--- src/rtl/fifo_rd_packer.sv ---
// rtl/fifo_rd_packer.sv - packs DATA_WIDTH FIFO entries into PACK_RATIO-wide stream words with flush support
// Optional: define PACKER_MSB_FIRST_EN to place the first entry in the MSBs.
module fifo_rd_packer #(
    parameter int DATA_WIDTH = 8,
    parameter int PACK_RATIO = 4,
    localparam int CNT_W = $clog2(PACK_RATIO)
) (
    input  logic                             rd_clk,
    input  logic                             rst_n,
    input  logic                             empty,
    input  logic [DATA_WIDTH-1:0]            dout,
    output logic                             rd_en,
    input  logic                             flush,
    output logic                             m_valid,
    input  logic                             m_ready,
    output logic [DATA_WIDTH*PACK_RATIO-1:0] m_data,
    output logic [CNT_W:0]                   m_bytes,
    output logic                             m_last,
    output logic                             flush_done
);

    localparam int W = DATA_WIDTH * PACK_RATIO;
`ifdef PACKER_MSB_FIRST_EN
    localparam bit MSB_FIRST = 1'b1;
`else
    localparam bit MSB_FIRST = 1'b0;
`endif
    localparam logic [CNT_W:0]   PR_C   = (CNT_W+1)'(PACK_RATIO);
    localparam logic [CNT_W:0]   LAST_C = (CNT_W+1)'(PACK_RATIO - 1);
    localparam logic [CNT_W+1:0] PR_W   = (CNT_W+2)'(PACK_RATIO);

    typedef enum logic [1:0] {
        FILL  = 2'd0,
        HOLD  = 2'd1,
        FLUSH = 2'd2
    } state_t;

    state_t         state, state_nx;
    logic [W-1:0]   acc, acc_nx, acc_ins, acc_cur;
    logic [CNT_W:0] cnt, cnt_nx, cnt_cur;
    logic           inflight;
    logic [CNT_W+1:0] pending;
    logic           slot_free;
    logic           last_entry;
    logic           load;
    logic [W-1:0]   load_data;
    logic [CNT_W:0] load_bytes;
    logic           load_last;
    logic           done_nx;

    // Entries already captured plus the one still in flight bound how many we may request.
    assign pending    = {1'b0, cnt} + {{(CNT_W+1){1'b0}}, inflight};
    assign rd_en      = rst_n && !empty && (state == FILL) && (pending < PR_W);
    assign slot_free  = !m_valid || m_ready;
    assign last_entry = inflight && (cnt == LAST_C);

    always_comb begin
        acc_ins = acc;
        for (int k = 0; k < PACK_RATIO; k++) begin
            if (cnt == (CNT_W+1)'(k)) begin
                acc_ins[(MSB_FIRST ? PACK_RATIO-1-k : k)*DATA_WIDTH +: DATA_WIDTH] = dout;
            end
        end
    end

    assign acc_cur = inflight ? acc_ins : acc;
    assign cnt_cur = inflight ? cnt + (CNT_W+1)'(1) : cnt;

    always_comb begin
        state_nx   = state;
        acc_nx     = acc_cur;
        cnt_nx     = cnt_cur;
        load       = 1'b0;
        load_data  = acc_cur;
        load_bytes = cnt_cur;
        load_last  = 1'b0;
        done_nx    = 1'b0;
        case (state)
            FILL: begin
                if (last_entry) begin
                    if (slot_free) begin
                        load      = 1'b1;
                        load_last = flush;
                        done_nx   = flush;
                        acc_nx    = '0;
                        cnt_nx    = '0;
                    end else begin
                        state_nx = flush ? FLUSH : HOLD;
                    end
                end else if (flush) begin
                    state_nx = FLUSH;
                end
            end
            HOLD: begin
                // A flush here re-routes the full word through FLUSH so it leaves tagged last.
                if (flush) begin
                    state_nx = FLUSH;
                end else if (slot_free) begin
                    load     = 1'b1;
                    acc_nx   = '0;
                    cnt_nx   = '0;
                    state_nx = FILL;
                end
            end
            FLUSH: begin
                if (!inflight && slot_free) begin
                    load      = (cnt != '0);
                    load_last = 1'b1;
                    done_nx   = 1'b1;
                    acc_nx    = '0;
                    cnt_nx    = '0;
                    state_nx  = FILL;
                end
            end
            default: state_nx = FILL;
        endcase
    end

    always_ff @(posedge rd_clk) begin
        if (!rst_n) begin
            state      <= FILL;
            acc        <= '0;
            cnt        <= '0;
            inflight   <= 1'b0;
            m_valid    <= 1'b0;
            m_data     <= '0;
            m_bytes    <= '0;
            m_last     <= 1'b0;
            flush_done <= 1'b0;
        end else begin
            state      <= state_nx;
            acc        <= acc_nx;
            cnt        <= cnt_nx;
            inflight   <= rd_en;
            flush_done <= done_nx;
            if (load) begin
                m_valid <= 1'b1;
                m_data  <= load_data;
                m_bytes <= load_bytes;
                m_last  <= load_last;
            end else if (m_ready) begin
                m_valid <= 1'b0;
            end
        end
    end

    logic unused_ok;
    assign unused_ok = ^PR_C;

endmodule

--- config.mk ---
export PLATFORM = sky130hd
export DESIGN_NAME = fifo_rd_packer
export DESIGN_NICKNAME = d
export VERILOG_FILES = /design/src/rtl/fifo_rd_packer.sv
export SDC_FILE = /design/constraint.sdc
export NUM_CORES = 1
export LEC_CHECK = 0
export ABC_AREA = 1
export CORE_UTILIZATION = 30
export DETAILED_ROUTE_END_ITERATION = 16
export GPL_TIMING_DRIVEN = 0
export HOLD_SLACK_MARGIN = 0.02
export PLACE_DENSITY = 0.48
export SLEW_MARGIN = 20
export SYNTH_ARGS = -nofsm -noshare
export SYNTH_HDL_FRONTEND = slang
export SYNTH_SLANG_ARGS = --single-unit
--- constraint.sdc ---
create_clock -name rd_clk -period 1.84 [get_ports rd_clk]
set_clock_uncertainty 0.05 [all_clocks]
set_input_delay 0.276 -clock rd_clk [delete_from_list [all_inputs] [get_ports rd_clk]]
set_output_delay 0.276 -clock rd_clk [all_outputs]
set_load 0.01 [all_outputs]
-- After elaboration in Yosys (flattened, before gate mapping)
Cells that the tools add are included.
- input bits: 13
- bits in registers: 76
- word-level logic and storage cells: 70
- output and inout bits: 39
- magnitude comparators: 1
- add/sub/neg operators: 2
- reduce and logical (&&, ||, !) cells: 14
- multiplexer cells: 35
- equal/unequal tests: 9
- operator list (kind ; number):
    $mux 32 ; 5
    $pmux 32 s3 ; 1
    $mux 8 ; 4
    $mux 3 ; 5
    $mux 2 ; 7
    $mux 1 ; 9
    $ne 3x3->1 const B ; 3
    $pmux 3 s3 ; 1
    $eq 3x2->1 const B ; 2
    $pmux 2 s3 ; 1
    $logic_and 1x1->1 ; 5
    $add 3x1->4 ; 1
    $lt 4x3->1 const B ; 1
    $reduce_and 4->1 ; 1
    $add 3x1->3 const B ; 1
    $eq 3x1->1 const B ; 1
    $logic_not 1->1 ; 3
    $logic_not 3->1 ; 1
    $pmux 1 s3 ; 1
    $reduce_bool 3->1 ; 1
    $eq 2x1->1 const B ; 1
    $eq 2x2->1 const B ; 1
    $logic_not 2->1 ; 1
    $ne 2x2->1 const B ; 1
    other kinds (3) ; 3

-- Logic depth before layout (Yosys ltp)
- depth after elaboration: 6
- depth in mapped cells: 13

-- Worst setup path before layout
OpenSTA, ideal clock, no wires.
- path kind: reg2reg
- start point: register cnt[0]
- end point: register m_data[10]
- path buffers: 2
- setup slack: 164 ps
- stages on the path, launching flop included: 13
- library setup time: 114 ps
- period minus slack after synthesis: 1676 ps
- data arrival time: 1512 ps
- path through: dfxtp_1 ha_1 ha_1 nand2_2 inv_2 nand3_2 nand2_2 inv_2 nand2_2 buf_6 buf_6 nor2_1 nor2_2
- word-level cells in the longest chain between the ends: 4
- RTL lines (what ; RTL line ; text):
    start: declaration ; 40 ; logic [CNT_W:0] cnt, cnt_nx, cnt_cur;
    start signal: assignment ; 133 ; cnt <= cnt_nx;
    $eq 3x2->1 ; 55 ; assign last_entry = inflight && (cnt == LAST_C);
    $logic_and 1x1->1 ; 55 ;
    $mux 1 ; 80 ; if (last_entry) begin
    $pmux 1 s3 ; 78 ; case (state)
    end signal: assignment ; 138 ; m_data <= load_data;
    end: declaration ; 16 ; output logic [DATA_WIDTH*PACK_RATIO-1:0] m_data,
Several ways; a longest one is shown, not always the timed one.
A chain may end at the register's enable or synchronous reset.

-- Worst setup path in the final report
- start point: register cnt[0]
- end point: output rd_en
- word-level cells in the longest chain between the ends: 3
- RTL lines (what ; RTL line ; text):
    $add 3x1->4 ; 52 ; assign pending = {1'b0, cnt} + {{(CNT_W+1){1'b0}}, inflight};
    $lt 4x3->1 ; 53 ; assign rd_en = rst_n && !empty && (state == FILL) && (pending < PR_W);
    $logic_and 1x1->1 ; 53 ;
    end: declaration ; 12 ; output logic rd_en,
No other way between the ends.

==> metrics <==
Die H=~100 µm; Seq/Total Area, Yosys=0.479; Comb pwr share=0.212; Post-synth top flop=dfxtp_1; top-count cell post-synth=nand2_1; Initial Util=0.309; global routing's busiest layer=met2; switching part of the total=0.282; status=completed; syn_nets=approximately 450; port buffer count=just over 50; Worst path slowest cell=dfxtp_4; nets=approximately 530; vias per inst=~4.4; post-route DRC violation count=0; detailed placement HPWL=approximately 5.6 mm; clock tree buffer depth=2; power share of the clock group=0.343; Overall Global Routing Usage=0.158; share of cells above drive strength 1=0.143; reg2reg path depth=12; Critical Path RT=roughly 1.5 ns; post-route insts no fill=645; Final Hold Vio Count=0; Yosys top cell by area=dfxtp_1; Yosys Warn Count=0; met1 usage=0.209; Psw=between 0.001 and 0.0015 W; WS Path Type=flip-flop to primary output; Slew Viols, Final=0; Starting DRT DRC Count=63; Largest delay share family, worst path=flip-flops; Clk pin slew, worst setup/hold paths=approximately 0.080 ns; Setup WS pre-CTS=-0.515 ns; die area=~11000 µm²; Pleak=around 1.8 nW; hold crit path type=flip-flop to flip-flop; CTS tree=yes; Mapped Cells=432; post-layout worst setup margin=between 0.08 and 0.09 ns; largest cells by area after synthesis=dfxtp_1 48%, nand2_1 13%, nor2_1 8.4%; number of buffers created by CTS=9; met3 Track Usage GR=0.0243; Detail Route Antenna Nets=0; period utilisation layout=0.956; synth cell count leaders=108 x nand2_1, 76 x dfxtp_1, 71 x nor2_1; final core occ=0.420; IO Count=52; pin count of the biggest net entering global routing=14; Cells after DPL=619; crit-path max cell delay=between 0.3 and 0.4 ns; Async SR Flop Fraction=0; worst-path fanout max=4; M2 GR Usage=0.255; final setup vio count=0; H-tree depth=3; GR Overflow Total=0; number of global-route vias before repair=between 2000 and 3000; worst hold slack=about 0.43 ns; setup TNS=0 ns; row cnt=37; GP Congestion=between 0.7 and 0.8; unrepaired setup endpoints after global routing=true; hold depth=2; VDD IR max=0.000471 V; via count=2816; Die Wd=~100 µm; crit path buf inv count=1; Hold Crit Endpoint=m_data[19]; crit-path most repeated cell=nand2_2; CTS root buffer=clkbuf_8; Seq pwr share=0.445; r2r startpoint=cnt[0]; setup slack, reg-to-reg=approximately 0.08 ns; top cell type's share of synthesized area=0.479; Tmin final=between 1.5 and 2 ns; Routed WL per cell=approximately 13 µm; Post-Syn Area=3180 µm²; Crit. End Element=primary output; Clock Latency Late Sink=between 0.3 and 0.4 ns; DRT Pass-1 Iters=5; Critical Path AT=roughly 1.4 ns; Max transition margin=0.653; pwr dens=approximately 940 nW/µm²; Synth Register Bits=76; Area Overhead vs Synth=35.7%; max cap viols=0; R2R Path End=m_data[8]; initial antenna violation count=0; cell-internal power=0.00290 W; CTS Sinks=between 70 and 80; Critical Path Stages=5; crit start category=flip-flop; Avg Inst Size Synth=around 7.4 µm²; hold wc startpoint=m_data[19]; crit-path cells=ha_1 > nand2_2 > nand2_2 > nor4_4 > buf_2; first-pass GRT wire length=13.4 mm; core area=~10000 µm²; worst slew pin tran=approximately 0.52 ns; antenna diode count=0; Synth cell types=23; final WL=a little over 8 mm; fmax=approximately 570 MHz; Post-synth EDFFs=0
power groups by stage:
stage / Clock [W] / Sequential (W) / Combinational [W]
global placement: 0 / 0.00183 / 0.000744
CTS: 0.00144 / 0.00180 / 0.000767
global route: 0.00151 / 0.00181 / 0.000962
floorplan: 0 / 0.00187 / 0.000414
finish: 0.00139 / 0.00180 / 0.000856
detailed placement: 0 / 0.00184 / 0.000749
cells by family (layout without fill, tap and decap cells):
logic type               Yosys count  after routing  share of synthesized area
flip-flops                        76             76                      0.479
multiplexers                       8              8                     0.0252
buffers and inverters             64            141                     0.0913
AND/OR/NAND/NOR                  243            243                      0.324
adder cells (fa/ha/maj)            7              7                     0.0276
AO/OA/AOI/OAI                     34             34                     0.0535
what timing repair did:
item,in CTS,in global routing
resized for setup,13,39
setup endpoints to repair,64,64
buffers inserted,3,7
pin swaps,0,5
cloned,0,2
hold buffers,0,0
worst max path at each step:
| stage | start | to | slack, ns |
|---|---|---|---|
| detailed placement | rst_n | rd_en | -0.52 |
| global placement | rst_n | rd_en | -0.60 |
| floorplan | cnt[0] | m_data[10] | 0.16 |
| global route | cnt[0] | m_data[7] | -0.03 |
| finish | cnt[0] | rd_en | 0.08 |
| CTS | cnt[0] | m_valid | 0.0003 |
sequential cells by signal, summed over array words and instances (netlist names):
register	flops
acc	32
cnt	3
flush_done	1
inflight	1
m_bytes	3
m_data	32
m_last	1
m_valid	1
state	2
layout make-up:
class | instances | area, µm²
well taps | 136 | 170
clock inverters | 6 | 90.1
inverters | 42 | 166
plain buffers | 21 | 168
multi-input cells | 292 | 1440
repair buffers | 63 | 629
flip-flops and latches | 76 | 1530
clock buffers | 9 | 124
fillers | 1111 | 5960
worst register-to-register path, cell delays in order, from the launching register on:
cell	delay [ns]
dfxtp_4	0.36
ha_2	0.19
ha_2	0.17
nand2_2	0.11
inv_2	0.07
nand3_4	0.07
nand2_4	0.07
inv_6	0.07
nand2_8	0.06
buf_12	0.14
buf_6	0.14
nor2_1	0.12
nor2_2	0.05
per-layer routing:
layer	share of wire	wire length, µm
met1	0.50	4060
met4	0.020	161
met2	0.45	3680
met5	0	0
met3	0.024	194
placed cells by master, fill, tap and decap left out, drive strengths merged:
| master | synthesis | routed |
|---|---|---|
| buf | 13 | 23 |
| mux2i | 8 | 8 |
| and2 | 1 | 1 |
| clkinv | 0 | 3 |
| inv | 42 | 41 |
| nand2 | 112 | 112 |
| o21ai | 31 | 31 |
| clkbuf | 9 | 20 |
| nor2 | 81 | 81 |
| dfxtp | 76 | 76 |
| ha | 7 | 7 |
| nand3b | 4 | 4 |
| a21oi | 3 | 3 |
| clkdlybuf4s50 | 0 | 49 |
| nor4 | 2 | 2 |
| nor3 | 35 | 35 |
| nand3 | 8 | 8 |
| dlygate4sd2 | 0 | 1 |
| bufinv | 0 | 2 |
| clkinvlp | 0 | 2 |
metrics by stage:
| stage | cell area, µm² | power [W] |
|---|---|---|
| after floorplan | 3180 | 0.00228 |
| after global placement | 3860 | 0.00258 |
| after detailed placement | 3860 | 0.00259 |
| after CTS | 4120 | 0.00400 |
| after global routing | 4310 | 0.00429 |
| final | 4310 | 0.00404 |
(Power assumes the default switching activity.)
